**src/rtl/bird_ctrl_if.sv**
```systemverilog
// Signal bundle between bird_ctrl and its environment: buttons, frame/collision
// events in, game state and motion commands out.
interface bird_ctrl_if;
  logic        frame_tick;
  logic        btn_flap;
  logic        btn_dive;
  logic        out_of_bound;
  logic        collide;
  logic        pass_pulse;
  logic [1:0]  state;
  logic        up;
  logic        down;
  logic [15:0] score;

  modport master (
    output frame_tick, btn_flap, btn_dive, out_of_bound, collide, pass_pulse,
    input  state, up, down, score
  );

  modport slave (
    input  frame_tick, btn_flap, btn_dive, out_of_bound, collide, pass_pulse,
    output state, up, down, score
  );
endinterface

```
**src/rtl/bird_ctrl.sv**
```systemverilog
// Game sequencer: READY/RUNNING/OVER FSM, button conditioning into
// frame-aligned up/down commands, and the saturating per-run score.
module bird_ctrl #(
  parameter int FLAP_FRAMES      = 8,
  parameter int FLAP_COOLDOWN    = 4,
  parameter int OVER_HOLD_FRAMES = 60
) (
  input  logic        clk,
  input  logic        rstn,
  bird_ctrl_if.slave  bus
);

  typedef enum logic [1:0] {
    GAME_READY   = 2'd0,
    GAME_RUNNING = 2'd1,
    GAME_OVER    = 2'd2
  } state_t;

  localparam logic [7:0] LP_FLAP = 8'(FLAP_FRAMES);
  localparam logic [7:0] LP_COOL = 8'(FLAP_COOLDOWN);
  localparam logic [7:0] LP_HOLD = 8'(OVER_HOLD_FRAMES);

  state_t      r_state;
  logic        r_flap_s1, r_flap_s2, r_flap_d, r_press_flap;
  logic        r_dive_s1, r_dive_s2;
  logic [7:0]  r_flap_cnt, r_cool_cnt, r_hold_cnt;
  logic        r_flap_pend;
  logic        r_up, r_down;
  logic [15:0] r_score;

  logic [7:0]  w_flap_cnt_nx, w_cool_cnt_nx;
  logic        w_pend_nx, w_up_nx, w_down_nx;
  logic        w_hit;

  assign w_hit = bus.out_of_bound | bus.collide;

  // Press pulse is registered so the edge detector adds a full clk of latency.
  always_ff @(posedge clk or negedge rstn) begin
    if (!rstn) begin
      r_flap_s1    <= 1'b0;
      r_flap_s2    <= 1'b0;
      r_flap_d     <= 1'b0;
      r_press_flap <= 1'b0;
      r_dive_s1    <= 1'b0;
      r_dive_s2    <= 1'b0;
    end else begin
      r_flap_s1    <= bus.btn_flap;
      r_flap_s2    <= r_flap_s1;
      r_flap_d     <= r_flap_s2;
      r_press_flap <= r_flap_s2 & ~r_flap_d;
      r_dive_s1    <= bus.btn_dive;
      r_dive_s2    <= r_dive_s1;
    end
  end

  // Tick evaluation uses the old pending flag; a press in the same cycle lands after it.
  always_comb begin
    w_flap_cnt_nx = r_flap_cnt;
    w_cool_cnt_nx = r_cool_cnt;
    w_pend_nx     = r_flap_pend;
    w_up_nx       = r_up;
    if (bus.frame_tick) begin
      if (r_flap_cnt != 8'd0) begin
        w_flap_cnt_nx = r_flap_cnt - 8'd1;
        w_up_nx       = (r_flap_cnt != 8'd1);
        if (r_flap_cnt == 8'd1) w_cool_cnt_nx = LP_COOL;
      end else if (r_cool_cnt != 8'd0) begin
        w_cool_cnt_nx = r_cool_cnt - 8'd1;
        w_up_nx       = 1'b0;
        w_pend_nx     = 1'b0;
      end else if (r_flap_pend) begin
        w_flap_cnt_nx = LP_FLAP;
        w_up_nx       = 1'b1;
        w_pend_nx     = 1'b0;
      end else begin
        w_up_nx       = 1'b0;
      end
    end
    if (r_press_flap) w_pend_nx = 1'b1;
    w_down_nx = bus.frame_tick ? (r_dive_s2 & ~w_up_nx) : r_down;
  end

  always_ff @(posedge clk or negedge rstn) begin
    if (!rstn) begin
      r_state     <= GAME_READY;
      r_flap_cnt  <= 8'd0;
      r_cool_cnt  <= 8'd0;
      r_hold_cnt  <= 8'd0;
      r_flap_pend <= 1'b0;
      r_up        <= 1'b0;
      r_down      <= 1'b0;
    end else begin
      case (r_state)
        GAME_READY: begin
          if (r_press_flap) r_state <= GAME_RUNNING;
        end
        GAME_RUNNING: begin
          if (w_hit) begin
            r_state     <= GAME_OVER;
            r_flap_cnt  <= 8'd0;
            r_cool_cnt  <= 8'd0;
            r_hold_cnt  <= 8'd0;
            r_flap_pend <= 1'b0;
            r_up        <= 1'b0;
            r_down      <= 1'b0;
          end else begin
            r_flap_cnt  <= w_flap_cnt_nx;
            r_cool_cnt  <= w_cool_cnt_nx;
            r_flap_pend <= w_pend_nx;
            r_up        <= w_up_nx;
            r_down      <= w_down_nx;
          end
        end
        GAME_OVER: begin
          if (bus.frame_tick && (r_hold_cnt != LP_HOLD)) r_hold_cnt <= r_hold_cnt + 8'd1;
          if (r_press_flap && (r_hold_cnt == LP_HOLD)) r_state <= GAME_READY;
        end
        default: r_state <= GAME_READY;
      endcase
    end
  end

  always_ff @(posedge clk or negedge rstn) begin
    if (!rstn) begin
      r_score <= 16'd0;
    end else if ((r_state == GAME_READY) && r_press_flap) begin
      r_score <= 16'd0;
    end else if ((r_state == GAME_RUNNING) && bus.pass_pulse && (r_score != 16'hFFFF)) begin
      r_score <= r_score + 16'd1;
    end
  end

  assign bus.state = r_state;
  assign bus.up    = r_up;
  assign bus.down  = r_down;
  assign bus.score = r_score;

endmodule

```
**src/flat_wrapper.sv**
```systemverilog
// flat-port wrapper written by rule: the top's interface ports become plain ports
module bird_ctrl_flat 
#(
  parameter int FLAP_FRAMES      = 8,
  parameter int FLAP_COOLDOWN    = 4,
  parameter int OVER_HOLD_FRAMES = 60
)
  (clk, rstn, bus_frame_tick, bus_btn_flap, bus_btn_dive, bus_out_of_bound, bus_collide, bus_pass_pulse, bus_state, bus_up, bus_down, bus_score);
  bird_ctrl_if bus_i ();
  input  logic clk;
  input  logic rstn;
  input wire logic [$bits(bus_i.frame_tick)-1:0] bus_frame_tick;
  input wire logic [$bits(bus_i.btn_flap)-1:0] bus_btn_flap;
  input wire logic [$bits(bus_i.btn_dive)-1:0] bus_btn_dive;
  input wire logic [$bits(bus_i.out_of_bound)-1:0] bus_out_of_bound;
  input wire logic [$bits(bus_i.collide)-1:0] bus_collide;
  input wire logic [$bits(bus_i.pass_pulse)-1:0] bus_pass_pulse;
  output wire logic [$bits(bus_i.state)-1:0] bus_state;
  output wire logic [$bits(bus_i.up)-1:0] bus_up;
  output wire logic [$bits(bus_i.down)-1:0] bus_down;
  output wire logic [$bits(bus_i.score)-1:0] bus_score;
  assign bus_i.frame_tick = bus_frame_tick;
  assign bus_i.btn_flap = bus_btn_flap;
  assign bus_i.btn_dive = bus_btn_dive;
  assign bus_i.out_of_bound = bus_out_of_bound;
  assign bus_i.collide = bus_collide;
  assign bus_i.pass_pulse = bus_pass_pulse;
  assign bus_state = bus_i.state;
  assign bus_up = bus_i.up;
  assign bus_down = bus_i.down;
  assign bus_score = bus_i.score;
  bird_ctrl #(.FLAP_FRAMES(FLAP_FRAMES), .FLAP_COOLDOWN(FLAP_COOLDOWN), .OVER_HOLD_FRAMES(OVER_HOLD_FRAMES)) u_core (.clk(clk), .rstn(rstn), .bus(bus_i));
endmodule
```
**config.mk**
```make
export PLATFORM = sky130hd
export DESIGN_NAME = bird_ctrl_flat
export DESIGN_NICKNAME = d
export VERILOG_FILES = /design/src/rtl/bird_ctrl_if.sv /design/src/rtl/bird_ctrl.sv /design/src/flat_wrapper.sv
export SDC_FILE = /design/constraint.sdc
export NUM_CORES = 1
export LEC_CHECK = 0
export CAP_MARGIN = 30
export CORE_MARGIN = 3
export CORE_UTILIZATION = 35
export DETAILED_ROUTE_END_ITERATION = 7
export PLACE_DENSITY = 0.56
export SLEW_MARGIN = 30
export SYNTH_ARGS = -nofsm -noshare
export SYNTH_HDL_FRONTEND = slang
export SYNTH_SLANG_ARGS = --single-unit
```
**constraint.sdc**
```tcl
create_clock -name clk -period 3.7 [get_ports clk]
set_input_delay 0.37 -clock clk [delete_from_list [all_inputs] [get_ports clk]]
set_output_delay 0.37 -clock clk [all_outputs]
set_load 0.02 [all_outputs]
```
== Word level (Yosys, flattened, before mapping) ==
Cells that the tools add are included.

* Register bits after elaboration: 51
* Input port bits: 8
* Output and inout bits: 20
* Logic and storage cells: 87

* Add/subtract/negate cells: 4
* Equal/unequal tests: 14
* Muxes and demuxes: 30
* Bitwise gates (word level): 5
* Reduce and logical (&&, ||, !) cells: 20

{| class="wikitable"
|+ Operators by type and width
! kind !! number
|-
| $mux W8 || 12
|-
| $mux W16 || 2
|-
| $add A16 B1 Y16 const B || 1
|-
| $ne A16 B16 Y1 const B || 1
|-
| $pmux W8 S2 || 1
|-
| $reduce_bool A8 Y1 || 2
|-
| $sub A8 B1 Y8 const B || 2
|-
| $mux W1 || 11
|-
| $reduce_and A3 Y1 || 3
|-
| $reduce_bool A3 Y1 || 3
|-
| $add A8 B1 Y8 const B || 1
|-
| $eq A8 B1 Y1 const B || 1
|-
| $eq A8 B6 Y1 const B || 1
|-
| $ne A2 B1 Y1 const B || 4
|-
| $ne A8 B1 Y1 const B || 1
|-
| $ne A8 B6 Y1 const B || 1
|-
| $reduce_and A4 Y1 || 2
|-
| $mux W2 || 3
|-
| $ne A3 B1 Y1 const B || 2
|-
| $pmux W2 S3 || 1
|-
| $reduce_bool A2 Y1 || 3
|-
| $logic_and A1 B1 Y1 || 5
|-
| $ne A3 B2 Y1 const B || 1
|-
| $and A1 B1 Y1 || 2
|-
| other kinds (6) || 7
|}

== Depth between registers and ports, before layout ==
* Depth after elaboration: 8
* Depth in mapped cells: 9

== Worst setup path after synthesis ==
No wires, ideal clock.

* Kind: register -> register
* Start: register u_core.r_state[1] (netlist: u_core.bus.state[1])
* End: register u_core.r_score[11] (netlist: u_core.bus.score[11])
* Setup time: 0.078 ns
* Arrival time: 2.227 ns
* Data required time: 3.622 ns
* Path slack: 1.395 ns
* Stages on the path, launching flop included: 9
* Buffers on the path: 2
* Period minus slack after synthesis: 2.305 ns
* Path through: dfrtp_1 -> inv_1 -> ha_1 -> buf_6 -> nand2_4 -> or4_1 -> buf_2 -> or4_1 -> a21oi_1

* Word-level cells in the longest chain between the ends: 4
* Elaborated cells on any way between the ends: 7
* Classes of those cells: 1 x eq/ne; 1 x mux; 5 x reduce/logical

{| class="wikitable"
|+ RTL lines
! element !! line !! text
|-
| start, declared || bird_ctrl.sv:23 || <nowiki>state_t r_state;</nowiki>
|-
| start signal, assigned || bird_ctrl.sv:85 || <nowiki>r_state <= GAME_READY;</nowiki>
|-
| start signal, assigned || bird_ctrl.sv:95 || <nowiki>if (r_press_flap) r_state <= GAME_RUNNING;</nowiki>
|-
| start signal, assigned || bird_ctrl.sv:99 || <nowiki>r_state <= GAME_OVER;</nowiki>
|-
| $eq A2 B1 Y1 || bird_ctrl.sv:128 || <nowiki>end else if ((r_state == GAME_RUNNING) && bus.pass_pulse && (r_score != 16'hFFFF)) begin</nowiki>
|-
| $logic_and A1 B1 Y1 (2 in a row) || bird_ctrl.sv:128 ||
|-
| $reduce_bool A2 Y1 (no source line) || - ||
|-
| end signal, assigned || bird_ctrl.sv:129 || <nowiki>r_score <= r_score + 16'd1;</nowiki>
|-
| end, declared || bird_ctrl.sv:29 || <nowiki>logic [15:0] r_score;</nowiki>
|}

Several ways; a longest one is shown, not always the timed one.
A chain may end at the register's enable or synchronous reset.

== Worst setup path in the final report ==
Same ends and word-level chain as after synthesis.

==> impl_metrics.toml <==
[run_status]
run_status = "finished, final reports clean"

[clocking]
cts.clk_slew.worst_paths_ns = 0.10
max-clock-path-buffers = 2
clock_sinks = 51
cts_hold_repair.buffers = 0
cts_repair_resize_count = 0
cts_tree = "done"
post-cts-setup-buffers = 0
cts_root_buf = "clkbuf_8"
htree_num_levels = 2
cts-buffers-inserted = 5
clkLatencyLatePin_ns = 0.31

[floorplan]
initial_utilization_pct = 37.0
core_area_sq_mm = 0.00797
io_pins = 28
placementRows = 32
floorplan.die.height_um = 97.8
die_x_um = 97.8
floorplan.die_area_sq_mm = 0.00956

[power]
power_frac_seq_pct = 35.2
comb_power_share_pct = 50.4
clock_power_share_pct = 14.4
ir_worst_vdd_mv = 0.269
total_power_mw = 2.26
powerDensity_mw_per_mm2 = 669
total_leakage_power_nw = 1.31
p_switching_mw = 1.05
cell_internal_pwr_mw = 1.21
p_sw_share_pct = 46.4

[setup_path]
start_kind = "register"
reg2reg_setup_slack_ns = 1.13
reg2reg_depth = 6
path_common_cell = "or4_1"
critical_path.cell_chain = "inv_1 > ha_1 > nand2_4 > or4_1 > or4_1 > a21oi_1"
critical_path_class = "reg2reg"
worst_path_max_delay_cell = "or4_1"
cp-end-kind = "register"
r2r_start = "u_core.bus.state[1]$_DFFE_PN0P_"
timing.rr.end = "u_core.bus.score[11]$_DFFE_PN0P_"
crit_required_ns = 3.93
critical-path-max-stage-delay_ns = 0.68
crit_fanout = 10
worst_ep_arrival_time_ns = 2.80

[global_route]
grt_util_all_layers_pct = 15.0
overflow = 0
grt_pass1_wl_um = 12000
grt_start_max_net_pins = 29
grt_antenna_before_repair = 0
grt_pass1_vias = 2393

[timing]
timing_worst_slew_pin_value_ns = 0.823
final.hold.worst_slack_ns = 0.0456
timing.setup.tns_ns = 0
clock.fmax_mhz = 389
final_clock_skew_ns = 0.00822
rsz_0062_raised_after_global_routing = "false"
final_max_slew_viol_count = 0
timing.final.setup_violations = 0
finalCriticalPeriod_ns = 2.57
slew_headroom_pct = 44.7
period_share_pct = 69.5
final-hold-violation-count = 0

[layout]
number_of_nets_in_the_final_layout = 357
layout.cell_area.non_filler_sq_mm = 0.00338
combined_area_of_the_multi_input_logic_cells_sq_mm = 0.00156
fillers = 775
antenna-diode-count = 0
syn2layout_area_growth_pct = 14.6
drive_above_1_share_pct = 5.03
ff_latch_area_sq_mm = 0.00128

[drt]
wl_per_cell_um = 15.8
detail_route_antenna_nets = 0
drt_wl_total_um = 6970
drt_first_iter_violations = 120
detail_route.vias_per_cell = 5.76
route.detailed.drc = 0
vias = 2534
detail_route.first_pass.iterations = 4

[placement]
port-buffer-count = 27
gp_congestion = 0.862
post-dp-hpwl_um = 4910
placed_cell_area_sq_mm = 0.00329

[logic_synthesis]
postSynthCellCount = 314
yosys.cell_types.count = 57
mappedNetlistArea_sq_mm = 0.00295
synth_async_sr_flop_share_pct = 100
yosys_warnings = 0
yosysSeqAreaShare_pct = 43.3
number_of_synthesized_flops_with_an_enable_pin = 0
synth-main-ff-cell = "dfrtp_1"
average_size_of_a_mapped_cell_sq_um = 9.39
postSynthNetCount = 334
synth_seq_cells = 51

[flow_run]
max_cap_viol_count = 0

[worst_hold_path]
hp-class = "in2async"
-- final cells by class --
type,instances,area share (%)
Sequential cell,51,37.8
Tap cell,102,3.78
Clock inverter,2,0.370
Timing Repair Buffer,28,8.07
Clock buffer,6,2.15
Multi-Input combinational cell,236,46.2
Inverter,15,1.67
-- cells in the final DEF, fill, tap and decap left out, drive strengths merged, types with 2 or more instances in the layout --
cell           Yosys  final
nor4               6      6
and2               2      2
o2111ai            2      2
inv               15     15
o211ai             5      5
or3                2      2
or4               15     15
nor2              12     12
o221ai             2      2
a32o               2      2
and4               2      2
o31ai             13     13
nand2             31     31
o21ai             15     15
a31oi              7      7
o22ai              2      2
a41oi              2      2
clkdlybuf4s50      0     26
nor3              10     10
a311oi             2      2
mux2i              4      4
nand4              6      6
ha                12     12
nor3b              4      4
a21oi             22     22
o311ai             6      6
dfrtp             51     51
buf                5      2
a211o              2      2
nand3             20     20
or3b               2      2
o41ai              4      4
nand2b             2      2
clkbuf             7      6
and3               6      6
-- critical path: cells and delay by family, from the launching register on --
family | cells | cell delay, ns
simple gates | 3 | 1.32
fa+ha+maj | 1 | 0.42
flops | 1 | 0.41
buf+inv | 1 | 0.18
compound gates | 1 | 0.15
-- per-layer routing --
| metal | up-vias | routed length (um) | global-route usage, % |
|---|---|---|---|
| li1 | 1267 | - | - |
| met1 | 1212 | 3610 | 22.4 |
| met2 | 49 | 3050 | 21.6 |
| met3 | 6 | 237 | 3.14 |
| met4 | 0 | 72 | 4.90 |
| met5 | - | 0 | 0 |
-- registers in the layout, summed over array words and instances, names as in the netlist --
signal / count
u_core.r_flap_d: 1
u_core.r_flap_s1: 1
u_core.r_flap_cnt: 8
u_core.r_press_flap: 1
u_core.bus.up: 1
u_core.r_hold_cnt: 8
u_core.r_dive_s1: 1
u_core.r_flap_s2: 1
u_core.r_cool_cnt: 8
u_core.bus.score: 16
u_core.bus.state: 2
u_core.r_dive_s2: 1
u_core.r_flap_pend: 1
u_core.bus.down: 1
-- power by group through the flow --
stage                     Sequential, mW  Combinational [mW]  Clock [mW]
after CTS                          0.793                1.14       0.340
after global placement             0.802                1.13           0
after floorplan                    0.810               0.824           0
after global routing               0.817                1.30       0.366
after detailed placement           0.803                1.14           0
final                              0.795                1.14       0.325
-- cell families after synthesis --
group	after synthesis	synth area share [%]
AO/OA/AOI/OAI	95	22.4
buffers and inverters	27	3.82
AND/OR/NAND/NOR	124	23.6
adder cells (fa/ha/maj)	12	5.09
flip-flops	51	43.3
multiplexers	5	1.74
-- through the flow --
stage	utilization, %	worst slack [ns]	cells
6_report	42.4	1.13	440
5_1_grt	42.4	0.942	440
4_1_cts	42.4	1.12	440
3_5_place_dp	41.3	1.15	432
3_3_place_gp	41.3	1.25	432
2_1_floorplan	-	1.39	314
-- how the worst max path moves through the flow --
stage,cells after the start,start,end
after floorplan,8,u_core.bus.state[1]$_DFFE_PN0P_,u_core.bus.score[11]$_DFFE_PN0P_
after CTS,6,u_core.bus.state[1]$_DFFE_PN0P_,u_core.bus.score[11]$_DFFE_PN0P_
after detailed placement,6,u_core.bus.state[1]$_DFFE_PN0P_,u_core.bus.score[11]$_DFFE_PN0P_
after global placement,6,u_core.bus.state[1]$_DFFE_PN0P_,u_core.bus.score[9]$_DFFE_PN0P_
final,6,u_core.bus.state[1]$_DFFE_PN0P_,u_core.bus.score[11]$_DFFE_PN0P_
after global routing,6,u_core.bus.state[1]$_DFFE_PN0P_,u_core.bus.score[11]$_DFFE_PN0P_
-- Yosys cell counts, drive strengths merged, types with 7 or more instances --
master | instances | share of area [%]
a21oi | 22 | 4.1
dfrtp | 51 | 43
nand3 | 20 | 3.6
o21ai | 15 | 2.5
nand2 | 31 | 4.2
a31oi | 7 | 1.5
or4 | 15 | 3.8
clkbuf | 7 | 0.89
ha | 12 | 5.1
o31ai | 13 | 3.3
inv | 15 | 1.9
nor2 | 12 | 1.5
nor3 | 10 | 1.9
(Power assumes the default switching activity.)
